[src/rtl/ysyx_24070017_ifu_pkg.sv]
// Shared types for the instruction fetch unit: word definitions, FSM state
// encoding and a small alignment helper.
package ysyx_24070017_ifu_pkg;

  localparam int ysyx_24070017_WORD_LENGTH = 32;
  typedef logic [ysyx_24070017_WORD_LENGTH-1:0] ysyx_24070017_WORD_TYPE;

  typedef enum logic [2:0] {
    IFU_IDLE  = 3'd0,
    IFU_REQ   = 3'd1,
    IFU_WAIT  = 3'd2,
    IFU_HOLD  = 3'd3,
    IFU_DRAIN = 3'd4
  } ifu_state_e;

  function automatic logic is_misaligned(input logic [1:0] i_lsb);
    return i_lsb != 2'b00;
  endfunction

endpackage

[src/rtl/ysyx_24070017_ifu_timer.sv]
// Response timeout counter for the IFU: counts while enabled, clears on demand,
// and flags the last allowed cycle (TIMEOUT-1).
module ysyx_24070017_ifu_timer #(
  parameter int TIMEOUT = 255,
  parameter int CNT_W   = 8
) (
  input  logic i_clk,
  input  logic i_rst,
  input  logic i_clear,
  input  logic i_enable,
  output logic o_done
);

  localparam logic [CNT_W-1:0] LP_LAST = CNT_W'(TIMEOUT - 1);

  logic [CNT_W-1:0] r_cnt;

  always_ff @(posedge i_clk or posedge i_rst) begin
    if (i_rst) begin
      r_cnt <= '0;
    end else if (i_clear) begin
      r_cnt <= '0;
    end else if (i_enable) begin
      r_cnt <= r_cnt + CNT_W'(1);
    end
  end

  assign o_done = (r_cnt == LP_LAST);

endmodule

[src/rtl/ysyx_24070017_ifu.sv]
// Instruction fetch unit: accepts a PC from the core, performs one word read on
// the split request/response port and returns the instruction or a fault.
module ysyx_24070017_ifu
  import ysyx_24070017_ifu_pkg::*;
#(
  parameter int ADDR_W  = 32,
  parameter int DATA_W  = ysyx_24070017_WORD_LENGTH,
  parameter int TIMEOUT = 255,
  parameter int CNT_W   = 8
) (
  input  logic              i_clk,
  input  logic              i_rst,
  input  logic              i_fetch_valid,
  output logic              o_fetch_ready,
  input  logic [ADDR_W-1:0] i_fetch_addr,
  input  logic              i_flush,
  output logic              o_inst_valid,
  input  logic              i_inst_ready,
  output logic [DATA_W-1:0] o_inst,
  output logic              o_fault,
  output logic              o_mem_req_valid,
  input  logic              i_mem_req_ready,
  output logic [ADDR_W-1:0] o_mem_req_addr,
  input  logic              i_mem_resp_valid,
  input  logic [DATA_W-1:0] i_mem_resp_data,
  input  logic              i_mem_resp_err,
  output logic              o_mem_resp_ready
);

  ifu_state_e        r_state;
  ifu_state_e        w_next;
  logic [ADDR_W-1:0] r_addr;
  logic [DATA_W-1:0] r_inst;
  logic              r_fault;
  logic              w_accept;
  logic              w_tmr_clear;
  logic              w_tmr_en;
  logic              w_tmr_done;

  assign w_accept = i_fetch_valid && !i_flush;

  ysyx_24070017_ifu_timer #(
    .TIMEOUT (TIMEOUT),
    .CNT_W   (CNT_W)
  ) u_timer (
    .i_clk    (i_clk),
    .i_rst    (i_rst),
    .i_clear  (w_tmr_clear),
    .i_enable (w_tmr_en),
    .o_done   (w_tmr_done)
  );

  always_ff @(posedge i_clk or posedge i_rst) begin
    if (i_rst) begin
      r_state <= IFU_IDLE;
    end else begin
      r_state <= w_next;
    end
  end

  always_comb begin
    w_next = r_state;
    case (r_state)
      IFU_IDLE: begin
        if (w_accept) begin
          w_next = is_misaligned(i_fetch_addr[1:0]) ? IFU_HOLD : IFU_REQ;
        end
      end
      IFU_REQ: begin
        if (i_mem_req_ready) begin
          w_next = i_flush ? IFU_DRAIN : IFU_WAIT;
        end else if (i_flush) begin
          w_next = IFU_IDLE;
        end
      end
      IFU_WAIT: begin
        if (i_mem_resp_valid) begin
          w_next = i_flush ? IFU_IDLE : IFU_HOLD;
        end else if (i_flush) begin
          w_next = IFU_DRAIN;
        end else if (w_tmr_done) begin
          w_next = IFU_HOLD;
        end
      end
      IFU_DRAIN: begin
        if (i_mem_resp_valid || w_tmr_done) begin
          w_next = IFU_IDLE;
        end
      end
      IFU_HOLD: begin
        if (i_flush || i_inst_ready) begin
          w_next = IFU_IDLE;
        end
      end
      default: w_next = IFU_IDLE;
    endcase
  end

  // Counter is held at zero outside WAIT/DRAIN and restarted on WAIT->DRAIN,
  // so both states get a full TIMEOUT window.
  always_comb begin
    w_tmr_clear = 1'b0;
    w_tmr_en    = 1'b0;
    if (r_state != IFU_WAIT && r_state != IFU_DRAIN) begin
      w_tmr_clear = 1'b1;
    end else if (r_state == IFU_WAIT && w_next == IFU_DRAIN) begin
      w_tmr_clear = 1'b1;
    end else begin
      w_tmr_en = 1'b1;
    end
  end

  always_ff @(posedge i_clk or posedge i_rst) begin
    if (i_rst) begin
      r_addr  <= '0;
      r_inst  <= '0;
      r_fault <= 1'b0;
    end else begin
      case (r_state)
        IFU_IDLE: begin
          if (w_accept) begin
            r_addr <= i_fetch_addr;
            if (is_misaligned(i_fetch_addr[1:0])) begin
              r_inst  <= '0;
              r_fault <= 1'b1;
            end
          end
        end
        IFU_WAIT: begin
          if (i_mem_resp_valid && !i_flush) begin
            r_inst  <= i_mem_resp_err ? '0 : i_mem_resp_data;
            r_fault <= i_mem_resp_err;
          end else if (!i_mem_resp_valid && !i_flush && w_tmr_done) begin
            r_inst  <= '0;
            r_fault <= 1'b1;
          end
        end
        default: ;
      endcase
    end
  end

  assign o_fetch_ready    = (r_state == IFU_IDLE);
  assign o_inst_valid     = (r_state == IFU_HOLD);
  assign o_mem_req_valid  = (r_state == IFU_REQ);
  assign o_mem_req_addr   = r_addr;
  assign o_inst           = r_inst;
  assign o_fault          = r_fault;
  assign o_mem_resp_ready = 1'b1;

endmodule

[config.mk]
export PLATFORM = sky130hd
export DESIGN_NAME = ysyx_24070017_ifu
export DESIGN_NICKNAME = d
export VERILOG_FILES = /design/src/rtl/ysyx_24070017_ifu_pkg.sv /design/src/rtl/ysyx_24070017_ifu_timer.sv /design/src/rtl/ysyx_24070017_ifu.sv
export SDC_FILE = /design/constraint.sdc
export NUM_CORES = 1
export LEC_CHECK = 0
export CORE_ASPECT_RATIO = 0.8
export CORE_UTILIZATION = 35
export CTS_BUF_LIST = sky130_fd_sc_hd__clkbuf_16
export CTS_CLUSTER_SIZE = 8
export DETAILED_ROUTE_END_ITERATION = 12
export PLACE_DENSITY = 0.66
export SLEW_MARGIN = 20
export SYNTH_ARGS = -nofsm -noshare
export SYNTH_HDL_FRONTEND = slang
export SYNTH_HIERARCHICAL = 1
export SYNTH_SLANG_ARGS = --single-unit
[constraint.sdc]
create_clock -name i_clk -period 2.95 [get_ports i_clk]
set_clock_uncertainty 0.2 [all_clocks]
set_input_delay 0.7375 -clock i_clk [delete_from_list [all_inputs] [get_ports i_clk]]
set_output_delay 0.7375 -clock i_clk [all_outputs]
set_load 0.005 [all_outputs]
Word-level counts from Yosys, hierarchy flattened --
Index checks and enable logic that the tools add are counted.
Operators by class: add/subtract/negate cells 1, equality and inequality tests 11, muxes and demuxes 29, reductions and logical operators 16
Operator list (number):
- 2-to-1 mux 32 bit | 5
- case mux 32 bit (2 select lines) | 1
- 2-to-1 mux 3 bit | 9
- 2-to-1 mux 8 bit | 2
- case mux 3 bit (5 select lines) | 1
- adder 8 x 1 -> 8 bit (second input constant) | 1
- equality test 8 bit (second input constant) | 1
- 2-to-1 mux 1 bit | 8
- equality test 3 x 2 -> 1 bit (second input constant) | 2
- equality test 3 bit (second input constant) | 2
- logical AND 1 bit | 6
- nonzero test 2 bit | 3
- 2-to-1 mux 2 bit | 2
- inequality test 2 x 1 -> 1 bit (second input constant) | 2
- AND reduction 4 bit | 1
- equality test 3 x 1 -> 1 bit (second input constant) | 1
- zero test 3 bit | 1
- inequality test 3 x 1 -> 1 bit (second input constant) | 1
- inequality test 3 x 2 -> 1 bit (second input constant) | 1
- inequality test 3 bit (second input constant) | 1
- zero test 1 bit | 2
- logical OR 1 bit | 2
- case mux 1 bit (2 select lines) | 1
- AND reduction 2 bit | 1
Storage, ports and cells: register bits 76, input bits 72

Depth between registers and ports, before layout --
Gate-level depths: netlist (run 1).
word-level depth 11, mapped depth 8

Cells and area by module --
Netlist (run 1), hierarchy kept.
By module, submodules not included:
- ysyx_24070017_ifu | times used 1, cells each 178, area an instance 2697.6 sq um, seq. area each 1701.6 sq um
- ysyx_24070017_ifu_timer | times used 1, cells each 42, area an instance 406.6 sq um, seq. area each 200.2 sq um

Worst setup path after synthesis (run 1) --
No wires, ideal clock.
kind input to register, start point input i_flush, end point register r_inst[10], in the netlist o_inst[10], library setup time 121 ps, data arrival time 2005 ps, data required time 2629 ps, path slack 624 ps, stages 5, buffers on the path 2, path through buf_2 -> or4b_4 -> o22a_2 -> buf_6 -> a22o_1
On the way: word-level cells in the longest chain between the ends 5, elaborated cells on any way between the ends 10, classes of those cells eq/ne (2); mux (2); reduce/logical (6)
RTL lines:
- from (decl) | line ysyx_24070017_ifu.sv:16 | input logic i_flush,
- zero test 1 bit * | line ysyx_24070017_ifu.sv:40, ysyx_24070017_ifu.sv:130, ysyx_24070017_ifu.sv:133
- logical AND 1 bit (2 in a row) | line ysyx_24070017_ifu.sv:133 | end else if (!i_mem_resp_valid && !i_flush && w_tmr_done) begin
- inequality test 3 x 1 -> 1 bit (no line)
- AND reduction 4 bit (no line)
- to (signal assigned) | line ysyx_24070017_ifu.sv:131 | r_inst <= i_mem_resp_err ? '0 : i_mem_resp_data;
- to (decl) | line ysyx_24070017_ifu.sv:33 | logic [DATA_W-1:0] r_inst;
Mark *: on every way between the ends. The rest lies on a longest branch, timed or not. A chain may end at the register's enable or synchronous reset.

Final worst setup path (run 1) --
start point register r_state[0], end point output o_mem_req_valid
On the way: word-level cells in the longest chain between the ends 1
RTL lines:
- from (decl) | line ysyx_24070017_ifu.sv:30 | ifu_state_e r_state;
- from (signal assigned) | line ysyx_24070017_ifu.sv:57 | r_state <= w_next;
- equality test 3 x 1 -> 1 bit | line ysyx_24070017_ifu.sv:145 | assign o_mem_req_valid = (r_state == IFU_REQ);
- to (decl) | line ysyx_24070017_ifu.sv:21 | output logic o_mem_req_valid,
No other way between the ends.

==> reports/metrics.csv, run 1 <==
metric;value;unit
status;finished, final reports clean;
total number of vias;2307;
setup ws final;0.333;ns
WP data required;2.01;ns
Synth Cell Area;0.00310;mm^2
Detailed Route WL;7150;um
unrepaired setup endpoints after global routing;no;
initial DRC count;117;
area fraction of the dominant cell type after synthesis;0.613;
num ports;141;
Period Utilization, post-route;0.887;
initial antenna violation count;0;
largest net degree at the start of global routing;69;
Seq cells post-synth;76;
GRT Total Usage;0.166;
Critical Path Fanout Max;11;
share of cells above drive strength 1;0.158;
syn_area_per_cell;14.1;um^2
final setup fails;0;
# hold bufs at CTS;0;
Synth area leader;dfrtp_1;
Post-Synthesis Cells;220;
max cap viols;0;
Fin Hold WS;0.287;ns
clock network latency to the later pin of the worst-skew pair;0.33;ns
Clock Path Buffers;2;
vias in the first global route;2385;
routed len/inst;14.9;um
Die Width;107;um
Max VDD drop;0.483;mV
Post-CTS Repair Setup Buffers;0;
Slew @ Worst Pin;0.636;ns
Clock transition at path regs;0.06;ns
DIE AREA;0.00925;mm^2
PwrDens;835;mW/mm^2
min Tclk post-route;2.62;ns
Worst setup SP type;flop;
relative slew slack;0.576;
FFs w/ async S/R, synth;1.00;
cell with the most instances after synthesis;dfrtp_1;
Final Max Slew Viols;0;
Place WS;0.157;ns
Clock Tree Root;clkbuf_16;
first-pass GRT wire length;11900;um
core area;0.00856;mm^2
DRT Pass-1 Iters;4;
Hold Crit Class;flop to flop;
PostCTS Resize Cnt;0;
top_reg_cell synth;dfrtp_1;
Antenna Cells;0;
global placement routability congestion;0.703;
Final #Nets;436;
Initial Util;0.363;
total gr overflow;0;
DRC;0;
TritonCTS Buffers;9;
Setup crit end kind;primary output;
port buffer count;139;
clk sinks;76;
htree depth;3;
Chip Height;86.2;um
CTS tree;built;
Final HPWL DP;4880;um
synth top area cells;dfrtp_1 (61%), mux2_2 (11%), a22o_1 (9.0%), buf_6 (2.5%), nor2_1 (1.1%);
Layout area overhead;58.6;%
total power;4.11;mW
synthesized net count;294;
YS warnings;6;
vias per inst;4.82;
Util after Layout;0.575;
Yosys cell types;40;
Fmax achieved;382;MHz
EDFF count, synth;0;
most frequent cells after synthesis;dfrtp_1 (76), a22o_1 (32), mux2_2 (29), nor2_1 (9), buf_6 (7);
Post-DRT Antenna Nets;0;
post-synthesis sequential area ratio;0.613;
Hold Violations, Final;0;
kind of critical path;flop to primary output;
Pleak;2.10;nW
num rows;30;
arrival time worst endpoint;1.68;ns
setup TNS;0;ns
-- layer usage --
layer	share of wire	track usage
met5	0	0
met4	0.017	0.0672
met3	0.082	0.0617
met2	0.45	0.249
met1	0.45	0.220
-- cell usage in the layout (no fill, tap or decap), types with 3 or more instances in the layout --
cell / netlist / routed
dfrtp_1: 76 / 76
a21oi_1: 6 / 6
o21bai_1: 3 / 3
mux2_2: 29 / 29
a22o_1: 32 / 32
nor2_1: 9 / 9
buf_4: 4 / 4
clkinv_4: 0 / 3
xor2_1: 3 / 3
mux2_1: 3 / 3
inv_1: 6 / 5
clkdlybuf4s50_1: 0 / 139
buf_12: 0 / 3
clkbuf_16: 0 / 9
nand3_1: 4 / 4
-- cells by family (layout without fill, tap and decap cells) --
family | Yosys count | in the layout | share of synthesized area
DFF | 76 | 76 | 0.613
AOI/OAI and AO/OA | 50 | 50 | 0.129
muxes | 33 | 33 | 0.119
and+or+nand+nor | 33 | 33 | 0.0705
buffers and inverters | 21 | 168 | 0.0484
xor gates and xnor gates | 4 | 4 | 0.0113
adders and majority gates | 2 | 2 | 0.00806
other | 1 | 1 | 0.00121
-- through the flow --
step                      std cells  cell area, um^2
after floorplan                 220             3100
after global placement          463             4600
after detailed placement        463             4600
after CTS                       479             4920
after global routing            479             4920
final                           479             4920
-- path summary, 6_finish.rpt --
check	cells past startpoint	to	slack [ns]	startpoint
worst max-delay path	2	o_mem_req_valid	0.33	r_state[0]
worst min-delay path	1	o_mem_req_addr[14]	0.29	o_mem_req_addr[14]
worst max register to register	3	o_inst[5]	0.78	r_state[0]
worst min register to register	1	o_mem_req_addr[14]	0.29	o_mem_req_addr[14]
max in group asynchronous	3	o_inst[18]	1.61	i_rst
min in group asynchronous	2	u_timer/r_cnt[7]	0.54	i_rst
-- final cells by class --
class / instances / area (um^2)
fillers: 739 / 3640
flip-flops and latches: 76 / 1900
repair buffers: 146 / 1480
multi-input cells: 123 / 1050
clock buffers: 9 / 225
well taps: 112 / 140
clock inverters: 7 / 98.8
inverters: 6 / 22.5
-- where the power goes --
part / total (mW) / switching (mW) / internal (mW)
logic: 1.37 / 0.418 / 0.952
registers: 1.57 / 0.195 / 1.38
clock network: 1.17 / 0.425 / 0.744
total: 4.11 / 1.04 / 3.07
-- critical path, stage by stage (launching register included) --
cell and delay (ns):
dfrtp_1 0.50, nor3b_1 0.30, clkdlybuf4s50_1 0.55
-- registers in the layout (all words and copies together), names as in the netlist --
register,count
o_inst,32
r_state,3
o_fault,1
o_mem_req_addr,32
u_timer/r_cnt,8
No activity file was read; power rests on OpenSTA's default activity.
==> run 2, diff against run 1 <==
CAP_MARGIN = 20   (was unset)
HOLD_SLACK_MARGIN = 0.1   (was unset)
==> results of run 2 <==
The final DEF is identical to that of run 1; final timing and power are the same.
